`src/rtl/bin2bcd_seq.sv`:
```
// Sequential binary-to-BCD converter (double-dabble, one bit per clock) with start/busy/done handshake.
// Optional macro LEADING_ZERO_BLANK_EN adds a registered per-digit leading-zero blank output.
module bin2bcd_seq #(
    parameter int BIN_W  = 20,
    parameter int DIGITS = 6
) (
    input  logic                  clk,
    input  logic                  rst,
    input  logic                  start,
    input  logic [BIN_W-1:0]      bin_in,
    output logic                  busy,
    output logic                  done,
    output logic [4*DIGITS-1:0]   bcd_out,
    output logic                  overflow
`ifdef LEADING_ZERO_BLANK_EN
    ,
    output logic [DIGITS-1:0]     blank
`endif
);

    // Scratch carries one extra digit so an out-of-range value never corrupts a kept digit.
    localparam int SCR_W = 4 * (DIGITS + 1);
    localparam int CNT_W = $clog2(BIN_W + 1);
    localparam longint unsigned MAX_VAL = 64'(10) ** DIGITS - 64'd1;

    typedef enum logic [1:0] {
        IDLE  = 2'd0,
        SHIFT = 2'd1,
        DONE  = 2'd2
    } state_t;

    state_t               state_reg, state_next;
    logic [BIN_W-1:0]     shift_reg;
    logic [SCR_W-1:0]     scratch_reg;
    logic [SCR_W-1:0]     corrected;
    logic [SCR_W-1:0]     scratch_next;
    logic [CNT_W-1:0]     cnt_reg;
    logic                 ovf_pend_reg;
    logic [4*DIGITS-1:0]  bcd_reg;
    logic                 ovf_reg;
    logic                 accept;
    logic                 last_shift;

    assign accept     = start && ((state_reg == IDLE) || (state_reg == DONE));
    assign last_shift = (state_reg == SHIFT) && (cnt_reg == CNT_W'(1));

    // Add-3 correction on every scratch digit, then shift in the next binary bit.
    generate
        for (genvar gi = 0; gi < DIGITS + 1; gi++) begin : g_corr
            logic [3:0] dig;
            assign dig = scratch_reg[4*gi +: 4];
            assign corrected[4*gi +: 4] = (dig >= 4'd5) ? (dig + 4'd3) : dig;
        end
    endgenerate

    assign scratch_next = SCR_W'({corrected, shift_reg[BIN_W-1]});

    always_ff @(posedge clk) begin
        if (rst) begin
            state_reg <= IDLE;
        end else begin
            state_reg <= state_next;
        end
    end

    always_comb begin
        state_next = state_reg;
        case (state_reg)
            IDLE:    state_next = start ? SHIFT : IDLE;
            SHIFT:   state_next = (cnt_reg == CNT_W'(1)) ? DONE : SHIFT;
            DONE:    state_next = start ? SHIFT : IDLE;
            default: state_next = IDLE;
        endcase
    end

    always_comb begin
        busy = 1'b0;
        done = 1'b0;
        case (state_reg)
            SHIFT:   busy = 1'b1;
            DONE:    done = 1'b1;
            default: ;
        endcase
    end

    always_ff @(posedge clk) begin
        if (rst) begin
            shift_reg    <= '0;
            scratch_reg  <= '0;
            cnt_reg      <= '0;
            ovf_pend_reg <= 1'b0;
            bcd_reg      <= '0;
            ovf_reg      <= 1'b0;
        end else if (accept) begin
            shift_reg    <= bin_in;
            scratch_reg  <= '0;
            cnt_reg      <= CNT_W'(BIN_W);
            ovf_pend_reg <= (64'(bin_in) > MAX_VAL);
        end else if (state_reg == SHIFT) begin
            shift_reg   <= {shift_reg[BIN_W-2:0], 1'b0};
            scratch_reg <= scratch_next;
            cnt_reg     <= cnt_reg - CNT_W'(1);
            if (last_shift) begin
                bcd_reg <= ovf_pend_reg ? {DIGITS{4'h9}} : scratch_next[4*DIGITS-1:0];
                ovf_reg <= ovf_pend_reg;
            end
        end
    end

    assign bcd_out  = bcd_reg;
    assign overflow = ovf_reg;

`ifdef LEADING_ZERO_BLANK_EN
    logic [DIGITS:0]   zero_from;
    logic [DIGITS-1:0] blank_next;
    logic [DIGITS-1:0] blank_reg;

    // zero_from[i] is set when digit i and every higher kept digit are zero.
    assign zero_from[DIGITS] = 1'b1;
    generate
        for (genvar gi = 0; gi < DIGITS; gi++) begin : g_blank
            assign zero_from[gi] = (scratch_next[4*gi +: 4] == 4'd0) && zero_from[gi+1];
            if (gi == 0) begin : g_units
                assign blank_next[gi] = 1'b0;
            end else begin : g_upper
                assign blank_next[gi] = zero_from[gi];
            end
        end
    endgenerate

    always_ff @(posedge clk) begin
        if (rst) begin
            blank_reg <= '0;
        end else if (last_shift) begin
            blank_reg <= ovf_pend_reg ? '0 : blank_next;
        end
    end

    assign blank = blank_reg;
`endif

endmodule
```
`config.mk`:
```
export PLATFORM = sky130hd
export DESIGN_NAME = bin2bcd_seq
export DESIGN_NICKNAME = d
export VERILOG_FILES = /design/src/rtl/bin2bcd_seq.sv
export SDC_FILE = /design/constraint.sdc
export NUM_CORES = 1
export LEC_CHECK = 0
export BUFFER_PORTS_ARGS = -buffer_cell sky130_fd_sc_hd__buf_2
export CAP_MARGIN = 40
export CORE_ASPECT_RATIO = 1.75
export CORE_MARGIN = 2
export CORE_UTILIZATION = 30
export DETAILED_ROUTE_END_ITERATION = 7
export GPL_TIMING_DRIVEN = 0
export MAX_ROUTING_LAYER = met4
export PLACE_DENSITY = 0.48
export SLEW_MARGIN = 20
export SYNTH_ARGS = -nofsm -noshare
export SYNTH_HDL_FRONTEND = slang
export SYNTH_SLANG_ARGS = --single-unit
```
`constraint.sdc`:
```
create_clock -name clk -period 2.6 [get_ports clk]
set_input_delay 0.13 -clock clk [delete_from_list [all_inputs] [get_ports clk]]
set_output_delay 0.13 -clock clk [all_outputs]
set_load 0.1 [all_outputs]
```
# == Word-level counts from Yosys, hierarchy flattened ==
# Cells that the tools add are included.
# word_totals
regBits,81
latchBits,0
mem_bits_rw,0
romBits,0
in_bits,23
out_inout_bits,27
word_cells,53
n_memories,0
# classes
n_addsub,8
n_mul,0
div_mod_pow,0
n_lt_le_gt_ge,8
eq_ne,3
shift,0
muxes,17
bitwise_logic,1
reduce_logical,8
# op_table
op,n
$mux W20,2
$ge A4 B3 Y1 const B,7
$add A4 B2 Y4 const B,6
$mux W24,1
$mux W4,6
$gt A20 B20 Y1 const B,1
$mux W5,2
$eq A5 B1 Y1 const B,1
$sub A5 B1 Y5 const B,1
$pmux W2 S2,1
$reduce_or A2 Y1,2
$add A3 B2 Y3 const B,1
$mux W1,3
$mux W3,1
$reduce_and A3 Y1,1
$eq A2 B1 Y1 const B,1
$eq A2 B2 Y1 const B,1
$logic_and A1 B1 Y1,2
$logic_not A2 Y1,1
$mux W2,1
$reduce_bool A2 Y1,1
$logic_or A1 B1 Y1,1
$not A1 Y1,1

# == Longest topological paths before layout ==
# Gate-level depths: netlist of the first run.
# depth
ltp_word,5
depth_mapped,8
depth_no_buf,6

# == Worst setup path after synthesis of the first run ==
# No wires, ideal clock.
# synth_path
path_kind,register to register
startpoint,register state_reg[1]
endpoint,register scratch_reg[11]
setup_time_ns,0.191
t_arrival_ns,1.893
required_ns,2.409
path_slack_ns,0.516
path_stages_with_launch,6
n_path_buf,2
period_less_slack_ns,2.084
path_cell_list,dfxtp_1 -> nand2b_1 -> clkbuf_1 -> clkinv_1 -> clkbuf_1 -> a211oi_1
# synth_between
elab_chain_len,4
elab_cells_between_ends,6
classes_between,2 x eq/ne; 4 x reduce/logical
# synth_lines
item,line,text
from (decl),32,"state_t state_reg, state_next;"
from (signal assigned),62,state_reg <= state_next;
$eq A2 B2 Y1 or $logic_not A2 Y1 (tied branches),44,assign accept = start && ((state_reg == IDLE) || (state_reg == DONE));
$logic_or A1 B1 Y1,44,
$logic_and A1 B1 Y1,44,
$reduce_or A2 Y1 (no source line),n/a,
to (signal assigned),101,scratch_reg <= scratch_next;
to (decl),34,logic [SCR_W-1:0] scratch_reg;
# Several ways; a longest one is shown, not always the timed one.
# A chain may end at the register's enable or synchronous reset.

# == Worst setup path after layout of the first run ==
# layout_path
startpoint,register state_reg[1]
endpoint,output port busy
# layout_between
elab_chain_len,2
# layout_lines
item,line,text
$eq A2 B1 Y1,79,case (state_reg)
$mux W1,79,
to (decl),11,"output logic busy,"
# No other way between the ends.

==> results of run 1 <==
==> power by group <==
group / internal, W / switching, W
Combinational: 0.000127 / 0.000244
Sequential: 0.00124 / 0.0000433
Clock: 0.000767 / 0.000480
==> critical path, cell delays in order, from the launching register on <==
cell	delay (ns)
dfxtp_1	0.30
nand2b_1	0.13
clkbuf_1	0.24
clkinv_1	0.20
clkbuf_1	0.46
buf_2	0.53
==> cell usage after synthesis, drive strengths merged, types with 8 or more instances <==
library cell and instances:
a211oi 16, nor3b 11, nand3b 12, nand2b 9
nor2 48, xnor2 8, a311oi 8, nand2 23
ha 14, o22ai 27, clkbuf 20, dfxtp 77
nor3 20, a21oi 23, o21ai 20, inv 15
==> layer usage <==
metal / share of wire / vias up / track usage / wire [um]
met3: 0.038 / 22 / 0.03025 / 351
met1: 0.40 / 1392 / 0.1701 / 3748
li1: - / 1478 / - / -
met2: 0.53 / 61 / 0.2895 / 4918
met4: 0.028 / 0 / 0.09593 / 261
met5: 0 / - / - / 0
==> logic make-up (layout without fill, tap and decap cells) <==
family                   Yosys count  in the layout  share of synthesized area
XOR/XNOR                           9              9                    0.02336
multiplexers                       7              7                    0.02299
flip-flops                        77             77                     0.4568
buffers and inverters             41            105                    0.05042
AO/OA/AOI/OAI                     99             99                     0.1928
adder cells (fa/ha/maj)           14             14                    0.05191
AND/OR/NAND/NOR                  134            134                     0.2017
==> through the flow <==
| stage | utilization | cells |
|---|---|---|
| floorplan | - | 381 |
| global placement | 0.3424 | 561 |
| detailed placement | 0.3424 | 561 |
| CTS | 0.3690 | 577 |
| global route | 0.3690 | 577 |
| finish | 0.3690 | 577 |
==> final timing paths <==
check / end / slack, ns / cells past startpoint
worst max register to register: scratch_reg[6]$_SDFFE_PP0P_ / 0.48 / 6
worst min-delay path: shift_reg[0]$_SDFFE_PP0P_ / 0.09 / 3
worst min register to register: overflow$_SDFFE_PP0P_ / 0.47 / 2
worst max-delay path: busy / 0.27 / 5
==> cell type report <==
class	instances	share of cell area
clock buffers	12	0.06050
flip-flops and latches	77	0.3784
inverters	16	0.01474
repair buffers	48	0.05897
well taps	132	0.04054
multi-input cells	263	0.4082
clock inverters	4	0.01167
plain buffers	25	0.02703
==> results by group, run 1 <==
Final layout
  • Fill count: 1,158
  • Share of cells above drive strength 1: 0.1888
  • FF/Latch Area: 0.001541 sq mm
  • Commonest non-fill, non-tap cell in the layout: dfxtp_1
  • Fin area: 0.004074 sq mm
  • Antenna diodes: 0
  • Syn-to-layout area delta: 20.73%
  • Most frequent cells in the layout: 77 x dfxtp_1, 49 x buf_2, 47 x nor2_1
  • Multi-input gate area: 0.001663 sq mm
  • Net count, final: 477

Worst hold path
  • Worst Hold Class: in2reg
  • Min-Delay Startpoint: bin_in[0]

Job
  • Max-cap viol count: 0

Outcome
  • Status: complete, no violations

Clocking
  • Max Root-Sink Buffers: 2
  • Root buffer cell: clkbuf_16
  • Num Clock Sinks: 77
  • Num CTS Buffers: 9
  • Post-CTS resize count: 0
  • CTS tree: yes
  • H-tree Lvls: 3
  • Clk Latency, worst-skew pair: 0.34 ns
  • Reg clk slew, reported paths: 0.06 ns
  • Hold buffers post-CTS: 0
  • Post-CTS Setup Repair Bufs: 0

Yosys
  • Warnings from Yosys: 0
  • Post-synthesis register bit count: 77
  • Syn Inst Count: 381
  • Top cell type's share of synthesized area: 0.4568
  • Unique cell type count in the Yosys netlist: 37
  • Post-synth EDFFs: 0
  • Synth Flop Type: dfxtp_1
  • Mean Syn Cell Area: 8.857 sq um
  • Ys async rst share: 0
  • Sequential area share after synthesis: 0.4568
  • Area contributors post-synth: dfxtp_1 46%, nor2_1 5.2%, ha_1 5.2%
  • Post-synth design cell area: 0.003374 sq mm
  • Syn Nets: 418
  • Cell accounting for the most synthesized area: dfxtp_1

Timing
  • Fin. Hold Viols: 0
  • Post-layout min period: 2.330 ns
  • F_max: 0.4291 GHz
  • Post-route setup slack: 0.2698 ns
  • Max_slew headroom: 0.5850
  • TNS Setup: 0 ns
  • Clk_skew: 0.006464 ns
  • Final setup violation count: 0
  • Max Slew Vio Count: 0
  • RSZ-0062 raised after global routing: no
  • Final cycle utilization of the critical path: 0.8962
  • Slew @ Worst Pin: 0.6225 ns
  • WHS: 0.08800 ns

Global route
  • Remaining Overflow, GRT: 0
  • Pin count of the biggest net entering global routing: 13
  • Total track usage: 0.1644
  • Wire length of the first global-routing pass: 14,860 um
  • Initial antenna violation count: 0
  • Vias in the first global route: 2,974

Critical path
  • Worst-path fanout max: 10
  • WP data arrival: 2.20 ns
  • Setup CP Type: reg2out
  • CP Data Required Time: 2.47 ns
  • Beginning of the critical path: state_reg[1]$_SDFF_PP0_
  • Reg2reg start: state_reg[1]$_SDFF_PP0_
  • Crit end category: primary output
  • Critical Path Source Type: flip-flop

Routing
  • Post-DRT Antenna Nets: 0
  • Final wirelength: 9280 um
  • Via count: 2,953
  • DRT iter0 DRCs: 112
  • DR DRC count: 0
  • Routed WL per cell: 16.08 um
  • Vias per cell: 5.118
  • Drt pass-1 iters: 4

Die
  • Die area: 0.01215 sq mm
  • DIE HEIGHT: 144.3 um
  • Core ar.: 0.01104 sq mm
  • Ports: 50
  • Chip Width: 84.17 um
  • Row cnt: 51
  • Initial Util: 0.3057

Power
  • Leakage power total: 1.507 nW
  • Power Total: 0.002902 W
  • Maximum vdd drop: 380.5 uV
  • Power Density: 712.2 mW/mm^2

Place
  • GPL Wtd Cong: 0.7512
  • Dpl ws: 0.4894 ns
  • IO buf count: 48
  • Post-Place Cell Area: 0.003780 sq mm
  • Post-DP HPWL: 6790 um
(Power assumes the default switching activity.)
==> run 2, diff against run 1 <==
--- a/config.mk
+++ b/config.mk
@@ -10,6 +10,7 @@
 export CORE_ASPECT_RATIO = 1.75
 export CORE_MARGIN = 2
 export CORE_UTILIZATION = 30
+export CTS_BUF_LIST = sky130_fd_sc_hd__clkbuf_4 sky130_fd_sc_hd__clkbuf_8
 export DETAILED_ROUTE_END_ITERATION = 7
 export GPL_TIMING_DRIVEN = 0
 export MAX_ROUTING_LAYER = met4
==> constraint.sdc (replaced) <==
create_clock -name clk -period 2.21 [get_ports clk]
set_input_delay 0.1105 -clock clk [delete_from_list [all_inputs] [get_ports clk]]
set_output_delay 0.1105 -clock clk [all_outputs]
set_load 0.1 [all_outputs]
==> run 2 against run 1 <==
Count of clock-buffer cells in the layout unchanged. Combinational power increased by 18%. Sequential cell count unchanged. Via count decreased by 0.71%. Worst hold slack got worse by 0.044 ns. Die area unchanged. Critical path type is now reg2reg. Largest cell class unchanged.
==> results by group, run 2 (synthesized netlist as in run 1, its figures left out) <==
Outcome
  • Status: complete, no violations

Power
  • Power Density: 761.6 mW/mm^2
  • Leakage power total: 1.478 nW
  • Maximum vdd drop: 307.2 uV

Die
  • DIE HEIGHT: 144.3 um
  • Row cnt: 51
  • Ports: 50
  • Core ar.: 0.01104 sq mm
  • Initial Util: 0.3057
  • Chip Width: 84.17 um
  • Die area: 0.01215 sq mm

Place
  • IO buf count: 48
  • GPL Wtd Cong: 0.7512
  • Dpl ws: 0.09941 ns
  • Post-DP HPWL: 6790 um

Routing
  • Final wirelength: 9215 um
  • Drt pass-1 iters: 4
  • DR DRC count: 0
  • DRT iter0 DRCs: 117
  • Vias per cell: 5.090
  • Post-DRT Antenna Nets: 0
  • Via count: 2,932
  • Routed WL per cell: 16.00 um

Final layout
  • Multi-input gate area: 0.001663 sq mm
  • Fill count: 1,163
  • Antenna diodes: 0
  • FF/Latch Area: 0.001543 sq mm
  • Net count, final: 476
  • Share of cells above drive strength 1: 0.2005
  • Syn-to-layout area delta: 18.28%
  • Commonest non-fill, non-tap cell in the layout: dfxtp_1
  • Most frequent cells in the layout: 76 x dfxtp_1, 48 x buf_2, 47 x nor2_1

Global route
  • Wire length of the first global-routing pass: 14,890 um
  • Initial antenna violation count: 0
  • Total track usage: 0.1647
  • Remaining Overflow, GRT: 0
  • Vias in the first global route: 2,949
  • Pin count of the biggest net entering global routing: 13

Critical path
  • CP Data Required Time: 2.48 ns
  • Top delay family on crit path: simple AND/OR/NAND/NOR gates
  • Critical path's slowest cell: or4b_4
  • Worst-path fanout max: 10
  • Setup CP Type: reg2reg
  • WP data arrival: 2.36 ns
  • Worst path max stage delay: 0.47 ns
  • Critical path cell sequence: inv_1 > ha_1 > or4b_4 > nor2_2 > buf_2 > nor2_1 > a211oi_1
  • Buf/Inv on CP: 2
  • Crit end category: flip-flop
  • Critical Path Source Type: flip-flop

Timing
  • Post-route setup slack: 0.1277 ns
  • Fin. Hold Viols: 0
  • Post-layout min period: 2.082 ns
  • Slew @ Worst Pin: 0.6255 ns
  • Max Slew Vio Count: 0
  • WHS: 0.04427 ns
  • RSZ-0062 raised after global routing: yes
  • Final setup violation count: 0
  • Clk_skew: 0.009443 ns
  • Max_slew headroom: 0.5830
  • Final cycle utilization of the critical path: 0.9422
  • F_max: 0.4802 GHz

Clocking
  • Hold buffers post-CTS: 0
  • Clk Latency, worst-skew pair: 0.36 ns
  • Num CTS Buffers: 9
  • Post-CTS resize count: 1
  • Post-CTS Setup Repair Bufs: 0
  • Num Clock Sinks: 77
  • Reg clk slew, reported paths: 0.08 ns
  • Root buffer cell: clkbuf_8
  • CTS tree: yes
  • H-tree Lvls: 3
  • Max Root-Sink Buffers: 2

Worst hold path
  • Worst Hold Class: in2reg

Job
  • Max-cap viol count: 0
## run 2: cell types whose count changed in the layout (fill, tap and decap cells not counted)
cell | before | now
clkbuf_4 | 0 | 2
clkbuf_8 | 1 | 10
clkbuf_1 | 22 | 17
dfxtp_1 | 77 | 76
dfxtp_2 | 0 | 1
buf_6 | 2 | 1
buf_4 | 0 | 1
clkbuf_16 | 9 | 0
buf_12 | 0 | 1
clkbuf_2 | 0 | 2
buf_2 | 49 | 48
## run 2: through the flow
stage,total power [W],util,TNS [ns],instances,instance area [sq um]
after global routing,0.003209,0.3616,-0.06226,576,3991
after detailed placement,0.001981,0.3424,0,561,3780
after global placement,0.001974,0.3424,0,561,3780
after floorplan,0.001848,-,0,381,3374
after CTS,0.003084,0.3604,0,576,3979
final,0.003040,0.3616,0,576,3991
## run 2: final timing paths
check	startpoint	end	slack (ns)	depth (start not counted)
setup / recovery	cnt_reg[1]$_SDFFE_PP0P_	bcd_out[20]$_SDFFE_PP0P_	0.13	7
hold / removal	bin_in[2]	shift_reg[2]$_SDFFE_PP0P_	0.04	3
setup reg to reg	cnt_reg[1]$_SDFFE_PP0P_	bcd_out[20]$_SDFFE_PP0P_	0.13	7
hold reg to reg	overflow$_SDFFE_PP0P_	overflow$_SDFFE_PP0P_	0.47	2
## run 2: area by class of cell
| cell class | instances | share of cell area |
|---|---|---|
| Buffer | 24 | 0.02947 |
| Multi-Input combinational cell | 263 | 0.4166 |
| Clock buffer | 12 | 0.03824 |
| Timing Repair Buffer | 48 | 0.06082 |
| Inverter | 16 | 0.01505 |
| Tap cell | 132 | 0.04138 |
| Sequential cell | 77 | 0.3865 |
| Clock inverter | 4 | 0.01191 |
## run 2: routing by layer
layer | wire length [um] | share of wire | track usage | vias to the layer above
li1 | - | - | - | 1468
met1 | 3715 | 0.40 | 0.1753 | 1379
met2 | 4891 | 0.53 | 0.2874 | 67
met3 | 374 | 0.041 | 0.03025 | 18
met4 | 233 | 0.025 | 0.08998 | 0
met5 | 0 | 0 | - | -
## run 2: worst reg2reg max path, cell delays in order, from the launching register on
cell      delay (ns)
dfxtp_1         0.33
inv_1           0.08
ha_1            0.13
or4b_4          0.47
nor2_2          0.41
buf_2           0.33
nor2_1          0.06
a211oi_1        0.19
## run 2: report_power, final
part / switching (W) / total (W) / internal [W] / leakage [nW]
Clock: 0.000520 / 0.00109 / 0.000575 / 0.103
Combinational: 0.000285 / 0.000436 / 0.000151 / 0.747
Sequential: 0.0000512 / 0.00151 / 0.00146 / 0.628
